===== config.mk =====
export PLATFORM = sky130hd
export DESIGN_NAME = id_ex_pipe_reg
export DESIGN_NICKNAME = d
export VERILOG_FILES = /design/src/rtl/id_ex_pipe_reg.sv
export SDC_FILE = /design/constraint.sdc
export NUM_CORES = 1
export LEC_CHECK = 0
export CORE_ASPECT_RATIO = 0.9
export CORE_MARGIN = 4
export CORE_UTILIZATION = 33
export DETAILED_ROUTE_END_ITERATION = 7
export PLACE_DENSITY = 0.68
export SYNTH_ARGS = -nofsm -noshare
export SYNTH_HDL_FRONTEND = slang
export SYNTH_SLANG_ARGS = --single-unit

===== constraint.sdc =====
create_clock -name clk -period 2.1 [get_ports clk]
set_input_delay 0.315 -clock clk [delete_from_list [all_inputs] [get_ports clk]]
set_output_delay 0.315 -clock clk [all_outputs]
set_load 0.05 [all_outputs]

===== src/rtl/id_ex_pipe_reg.sv =====
// ID/EX pipeline register with load-use hazard detection.
// Holds the decoded instruction presented to EX. Can bubble the EX slot on a
// branch flush or a load-use dependency, and can freeze on an external stall.
module id_ex_pipe_reg #(
   parameter int DATA_W = 32,
   parameter int REG_AW = 5
) (
   input  logic              clk,
   input  logic              reset,
   input  logic              id_valid,
   input  logic [1:0]        id_ALUOp,
   input  logic [2:0]        id_Funct3,
   input  logic [6:0]        id_Funct7,
   input  logic              id_ALUSrc,
   input  logic              id_MemtoReg,
   input  logic              id_RegWrite,
   input  logic              id_MemRead,
   input  logic              id_MemWrite,
   input  logic              id_Branch,
   input  logic [DATA_W-1:0] id_RD1,
   input  logic [DATA_W-1:0] id_RD2,
   input  logic [DATA_W-1:0] id_Imm,
   input  logic [DATA_W-1:0] id_PC,
   input  logic [REG_AW-1:0] id_rs1,
   input  logic [REG_AW-1:0] id_rs2,
   input  logic [REG_AW-1:0] id_rd,
   input  logic              stall,
   input  logic              flush,
   output logic              hazard_stall,
   output logic              ex_valid,
   output logic [1:0]        ex_ALUOp,
   output logic [2:0]        ex_Funct3,
   output logic [6:0]        ex_Funct7,
   output logic              ex_ALUSrc,
   output logic              ex_MemtoReg,
   output logic              ex_RegWrite,
   output logic              ex_MemRead,
   output logic              ex_MemWrite,
   output logic              ex_Branch,
   output logic [DATA_W-1:0] ex_RD1,
   output logic [DATA_W-1:0] ex_RD2,
   output logic [DATA_W-1:0] ex_Imm,
   output logic [DATA_W-1:0] ex_PC,
   output logic [REG_AW-1:0] ex_rs1,
   output logic [REG_AW-1:0] ex_rs2,
   output logic [REG_AW-1:0] ex_rd
);

   logic              valid_q,    valid_d;
   logic [1:0]        alu_op_q,   alu_op_d;
   logic [2:0]        funct3_q,   funct3_d;
   logic [6:0]        funct7_q,   funct7_d;
   logic              alu_src_q,  alu_src_d;
   logic              mem2reg_q,  mem2reg_d;
   logic              reg_wr_q,   reg_wr_d;
   logic              mem_rd_q,   mem_rd_d;
   logic              mem_wr_q,   mem_wr_d;
   logic              branch_q,   branch_d;
   logic [DATA_W-1:0] rd1_q,      rd1_d;
   logic [DATA_W-1:0] rd2_q,      rd2_d;
   logic [DATA_W-1:0] imm_q,      imm_d;
   logic [DATA_W-1:0] pc_q,       pc_d;
   logic [REG_AW-1:0] rs1_q,      rs1_d;
   logic [REG_AW-1:0] rs2_q,      rs2_d;
   logic [REG_AW-1:0] rd_q,       rd_d;

   logic load_bubble;
   logic load_capture;
   logic ctrl_en;

   // Load in EX whose destination is read by the instruction in ID; x0 never counts.
   always_comb begin
      hazard_stall = valid_q & mem_rd_q & (rd_q != '0) & id_valid &
                     ((rd_q == id_rs1) | (rd_q == id_rs2));
   end

   // Next-state selection: flush > stall (hold) > hazard bubble > capture.
   always_comb begin
      load_bubble  = flush | (~stall & hazard_stall);
      load_capture = ~flush & ~stall & ~hazard_stall;
      // Controls of a non-valid ID slot are dropped so EX can never write state.
      ctrl_en      = id_valid;

      valid_d   = valid_q;
      alu_op_d  = alu_op_q;
      funct3_d  = funct3_q;
      funct7_d  = funct7_q;
      alu_src_d = alu_src_q;
      mem2reg_d = mem2reg_q;
      reg_wr_d  = reg_wr_q;
      mem_rd_d  = mem_rd_q;
      mem_wr_d  = mem_wr_q;
      branch_d  = branch_q;
      rd1_d     = rd1_q;
      rd2_d     = rd2_q;
      imm_d     = imm_q;
      pc_d      = pc_q;
      rs1_d     = rs1_q;
      rs2_d     = rs2_q;
      rd_d      = rd_q;

      if (load_bubble) begin
         valid_d   = 1'b0;
         alu_op_d  = '0;
         funct3_d  = '0;
         funct7_d  = '0;
         alu_src_d = 1'b0;
         mem2reg_d = 1'b0;
         reg_wr_d  = 1'b0;
         mem_rd_d  = 1'b0;
         mem_wr_d  = 1'b0;
         branch_d  = 1'b0;
         rd1_d     = '0;
         rd2_d     = '0;
         imm_d     = '0;
         pc_d      = '0;
         rs1_d     = '0;
         rs2_d     = '0;
         rd_d      = '0;
      end else if (load_capture) begin
         valid_d   = id_valid;
         alu_op_d  = ctrl_en ? id_ALUOp : 2'b00;
         funct3_d  = id_Funct3;
         funct7_d  = id_Funct7;
         alu_src_d = ctrl_en & id_ALUSrc;
         mem2reg_d = ctrl_en & id_MemtoReg;
         reg_wr_d  = ctrl_en & id_RegWrite;
         mem_rd_d  = ctrl_en & id_MemRead;
         mem_wr_d  = ctrl_en & id_MemWrite;
         branch_d  = ctrl_en & id_Branch;
         rd1_d     = id_RD1;
         rd2_d     = id_RD2;
         imm_d     = id_Imm;
         pc_d      = id_PC;
         rs1_d     = id_rs1;
         rs2_d     = id_rs2;
         rd_d      = id_rd;
      end
   end

   // Pipeline state; asynchronous active-low clear.
   always_ff @(posedge clk or negedge reset) begin
      if (!reset) begin
         valid_q   <= 1'b0;
         alu_op_q  <= '0;
         funct3_q  <= '0;
         funct7_q  <= '0;
         alu_src_q <= 1'b0;
         mem2reg_q <= 1'b0;
         reg_wr_q  <= 1'b0;
         mem_rd_q  <= 1'b0;
         mem_wr_q  <= 1'b0;
         branch_q  <= 1'b0;
         rd1_q     <= '0;
         rd2_q     <= '0;
         imm_q     <= '0;
         pc_q      <= '0;
         rs1_q     <= '0;
         rs2_q     <= '0;
         rd_q      <= '0;
      end else begin
         valid_q   <= valid_d;
         alu_op_q  <= alu_op_d;
         funct3_q  <= funct3_d;
         funct7_q  <= funct7_d;
         alu_src_q <= alu_src_d;
         mem2reg_q <= mem2reg_d;
         reg_wr_q  <= reg_wr_d;
         mem_rd_q  <= mem_rd_d;
         mem_wr_q  <= mem_wr_d;
         branch_q  <= branch_d;
         rd1_q     <= rd1_d;
         rd2_q     <= rd2_d;
         imm_q     <= imm_d;
         pc_q      <= pc_d;
         rs1_q     <= rs1_d;
         rs2_q     <= rs2_d;
         rd_q      <= rd_d;
      end
   end

   assign ex_valid    = valid_q;
   assign ex_ALUOp    = alu_op_q;
   assign ex_Funct3   = funct3_q;
   assign ex_Funct7   = funct7_q;
   assign ex_ALUSrc   = alu_src_q;
   assign ex_MemtoReg = mem2reg_q;
   assign ex_RegWrite = reg_wr_q;
   assign ex_MemRead  = mem_rd_q;
   assign ex_MemWrite = mem_wr_q;
   assign ex_Branch   = branch_q;
   assign ex_RD1      = rd1_q;
   assign ex_RD2      = rd2_q;
   assign ex_Imm      = imm_q;
   assign ex_PC       = pc_q;
   assign ex_rs1      = rs1_q;
   assign ex_rs2      = rs2_q;
   assign ex_rd       = rd_q;

endmodule


# Word level (Yosys, flattened, before mapping)
# Cells that the tools add are included.
# W data, S select, Z words.
[totals] ff_bits=162 latchBits=0 mem_bits_rw=0 romBits=0 input_bits=166 out_inout_bits=163 word_cells=74 memories=0
[op_classes] n_addsub=0 mul=0 div=0 order_cmp=0 eq_ne=2 shifts=0 n_mux=35 bitwise_logic=18 reduce_logical=2
[ops] op="$mux W32" count=8
[ops] op="$mux W5" count=6
[ops] op="$mux W1" count=14
[ops] op="$mux W7" count=2
[ops] op="$and A1 B1 Y1" count=13
[ops] op="$eq A5 B5 Y1" count=2
[ops] op="$mux W2" count=3
[ops] op="$mux W3" count=2
[ops] op="$reduce_bool A5 Y1" count=1
[ops] op="$not A1 Y1" count=3
[ops] op="$or A1 B1 Y1" count=2
[ops] op="$reduce_bool A2 Y1" count=1

# Longest topological paths before layout
[depth] ltp_word=8 ltp_mapped=8 ltp_nobuf=6

# Least setup slack after synthesis
# No wires, ideal clock.
[synth_timing] kind="register -> output" start="reg rd_q[2] (netlist: ex_rd[2])" end="out hazard_stall" arrival_time_ns=1.886 t_required_ns=1.785 setup_slack_ns=-0.101 path_stages_with_launch=8 n_path_buf=2 path_cell_list="dfrtp_1 xor2_1 nor3_1 a22oi_1 or2_1 buf_6 inv_2 buf_2"
[synth_between] elab_chain_cells=4 word_cells_on_any_way=7 classes_between="eq/ne (2); bitwise (4); reduce/logical (1)"
[synth_rtl] item="from (decl)" line_no="65" rtl="logic [REG_AW-1:0] rd_q, rd_d;"
[synth_rtl] item="from (signal assigned)" line_no="178" rtl="rd_q <= rd_d;"
[synth_rtl] item="$reduce_bool A5 Y1" line_no="73" rtl="hazard_stall = valid_q & mem_rd_q & (rd_q != '0) & id_valid &"
[synth_rtl] item="$and A1 B1 Y1 (2 in series)" line_no="73"
[synth_rtl] item="$and A1 B1 Y1 (*)" line_no="73"
[synth_rtl] item="to (decl)" line_no="29" rtl="output logic hazard_stall,"
# Every way passes the cells marked *; elsewhere a longest branch is shown, timed or not.

# Worst setup path in the final report
[layout_timing] start="reg rd_q[0] (netlist: ex_rd[0])" end="out hazard_stall"
# The elaborated chain is that of the path after synthesis.

==> metrics <==
Worst path top cell family by delay simple AND/OR/NAND/NOR gates; Mean Syn Cell Area about 14 µm²; clock buffer depth 2; CTS tree done; num rows 47; Die Ht roughly 140 µm; maximum VDD drop 0.572 mV; Placed Cells around 990; initial antenna violation count 2; Distinct cells, synth 27; Hold Path Class in -> async; htree depth 4; Final nets between 900 and 1000; startpoint types register; RSZ-0062 raised after global routing true; area of the mapped netlist 6380 µm²; relative slew slack 0.617; power per cell area around 770 nW/µm²; xor/xnor share of the synthesized area 0.0137; final WL about 22000 µm; Crit-path slowest cell or4_4; Synth Instances about 450; CP arrival about 1.9 ns; Synth Register Bits 162; GRT overflow 0; post-synthesis mux area share 0; Seq/Total Area, Yosys 0.635; outcome finished with violations; final critical-path required period about 2.2 ns; initial cell density of the core 0.341; setup TNS -0.117 ns; DRC viols 0; largest family of logic cells by synthesized area compound AO/OA/AOI/OAI gates; Reg clk slew, reported paths roughly 0.060 ns; post-DR wirelength/cell ~22 µm; Compound-Gate Fraction of Synth Area 0.255; Crit Path Max Fanout 4; Hold Vio Cnt, Final 0; Pleak approximately 4.5 nW; Synth warnings 0; final period utilization 1.05; first-pass GRT wire length between 30000 and 40000 µm; Slew @ Worst Pin about 0.57 ns; Final WS setup -0.109 ns; TritonCTS Buffers 17; vias post-DR roughly 5500; pins over their slew limit 0; CP Capture Type primary output; I/O Buffers between 300 and 400; P&R area growth vs syn 68.0%; fill cell count 1482; Die X ~150 µm; failing checks negative setup slack; total power slightly above 8 mW; CP Class reg -> out; CORE AREA about 19000 µm²; worst-skew pair later-pin latency 0.41 ns; WP buf/inv 2; clock root cell clkbuf_16; Antenna Nets Post-Route 0; DR iter-0 viols 332; DR pass1 iterations 4; sinks on the clock net about 160; number of global-route vias before repair between 5000 and 6000; die area 21600 µm²; Syn Nets 615; routability cong. between 0.7 and 0.8; Max Freq around 0.45 GHz; vias per cell ~5.4; Final Non-Filler Cells roughly 1000; max incr delay on CP 0.50 ns; GRT Util Overall 0.190; num ports 329; n_diodes 0; CP Cell Sequence or4_4 -> o2111ai_2 -> or2_4 -> inv_4 -> buf_12; Synth Area in Simple Gates 0.0304; WP data required ~1.8 ns; layout cell share with drive strength beyond 1 0.111; hpwl dp 15000 µm; final setup fails 3; clock skew 0.00651 ns; Synth Area in Adders 0; Max-Cap Viols 0; pin count of the biggest net entering global routing 78
power breakdown:
group / internal (mW) / switching, mW
logic: 0.751 / 1.02
registers: 3.29 / 0.101
clock network: 1.77 / 1.31
total: 5.82 / 2.43
area by class of cell:
class                      instances  area, µm²  share of cell area
tap                              245        307              0.0286
timing repair buffer             361       3750               0.350
clock inverter                    13        150              0.0140
clock buffer                      19        433              0.0404
inverter                          12       47.5             0.00444
sequential                       162       4060               0.379
multi-input combinational        220       1970               0.184
path summary, 6_finish.rpt:
check,cells past startpoint,slack [ns],to,startpoint
worst max-delay path,5,-0.11,hazard_stall,ex_rd[0]
worst max register to register,6,-0.01,ex_Imm[17],ex_rd[0]
worst min-delay path,2,0.43,ex_rs1[2],reset
min in group clk,3,0.47,ex_rd[2],id_rd[2]
max in group asynchronous,3,1.01,ex_Imm[2],reset
worst min register to register,1,0.49,ex_RD2[5],ex_RD2[5]
placed cells by master (no fill, tap or decap), types with 3 or more instances in the layout:
cell type        instances
o21ai_0                  8
xor2_1                  10
o22ai_1                  5
a32o_1                 137
buf_12                   9
clkbuf_16               20
buf_6                    3
inv_6                    3
nand3_1                  7
dfrtp_2                  4
dfrtp_1                158
nand2_1                 28
o41ai_2                 10
buf_4                   16
clkinvlp_4               4
clkdlybuf4s50_1        322
inv_1                   10
worst reg2reg max path: stages, from the launching register on:
cell and delay (ns):
dfrtp_2 0.44, or4_4 0.50, o2111ai_2 0.19, or2_4 0.17
buf_4 0.27, buf_16 0.23, a32o_1 0.24
metal layers:
layer / vias up / global-route usage / share of wire
met5: - / 0 / 0.0015
met4: 4 / 0.0790 / 0.033
met3: 47 / 0.0638 / 0.082
met2: 274 / 0.322 / 0.50
met1: 2759 / 0.222 / 0.38
li1: 2441 / - / -
cells by family (layout without fill, tap and decap cells):
| group | after synthesis | in the layout |
|---|---|---|
| flops | 162 | 162 |
| compound gates | 165 | 165 |
| xor+xnor | 10 | 10 |
| buf+inv | 67 | 405 |
| simple gates | 45 | 45 |
registers in the layout (all words and copies together), names as in the netlist:
name,cells
ex_ALUOp,2
ex_ALUSrc,1
ex_Branch,1
ex_Funct3,3
ex_Funct7,7
ex_Imm,32
ex_MemRead,1
ex_MemWrite,1
ex_MemtoReg,1
ex_PC,32
ex_RD1,32
ex_RD2,32
ex_RegWrite,1
ex_rd,5
ex_rs1,5
ex_rs2,5
ex_valid,1
cell usage after synthesis:
cell type	number	share of area
o21ai_0	8	0.0063
inv_1	10	0.0059
nand2_1	28	0.016
a21oi_1	1	0.00078
a32o_1	138	0.22
xor2_1	10	0.014
and3_1	1	0.00098
a22oi_1	1	0.0012
clkbuf_1	36	0.021
o41ai_1	3	0.0041
nand3_1	7	0.0055
nor2_1	3	0.0018
nor2b_1	2	0.0020
buf_8	10	0.024
buf_2	4	0.0031
clkinv_1	1	0.00059
inv_2	1	0.00059
nor3_1	2	0.0016
o22ai_1	5	0.0049
buf_6	4	0.0071
dfrtp_1	162	0.64
or4_1	1	0.0012
o2111ai_2	1	0.0024
o41ai_2	7	0.018
a41o_1	1	0.0016
or2_1	1	0.00098
buf_12	1	0.0031
per-stage QoR:
step                      hold WS, ns   util  cell area, µm²  setup slack, ns
after floorplan                0.0194      -            6390           0.0460
after global placement          0.329  0.530            9920           -0.115
after detailed placement        0.334  0.530            9920           -0.146
after CTS                       0.439  0.564           10500           -0.135
after global routing            0.450  0.573           10700           -0.208
final                           0.429  0.573           10700           -0.109
what timing repair did:
item	4_1_cts	5_1_grt
hold endpoints to repair	54	0
endpoints found under the setup margin	1	145
buffers inserted	4	2
pin swaps	3	4
hold buffers	1	0
gates cloned	0	5
gates resized for setup	5	11
No activity file was read; power rests on OpenSTA's default activity.
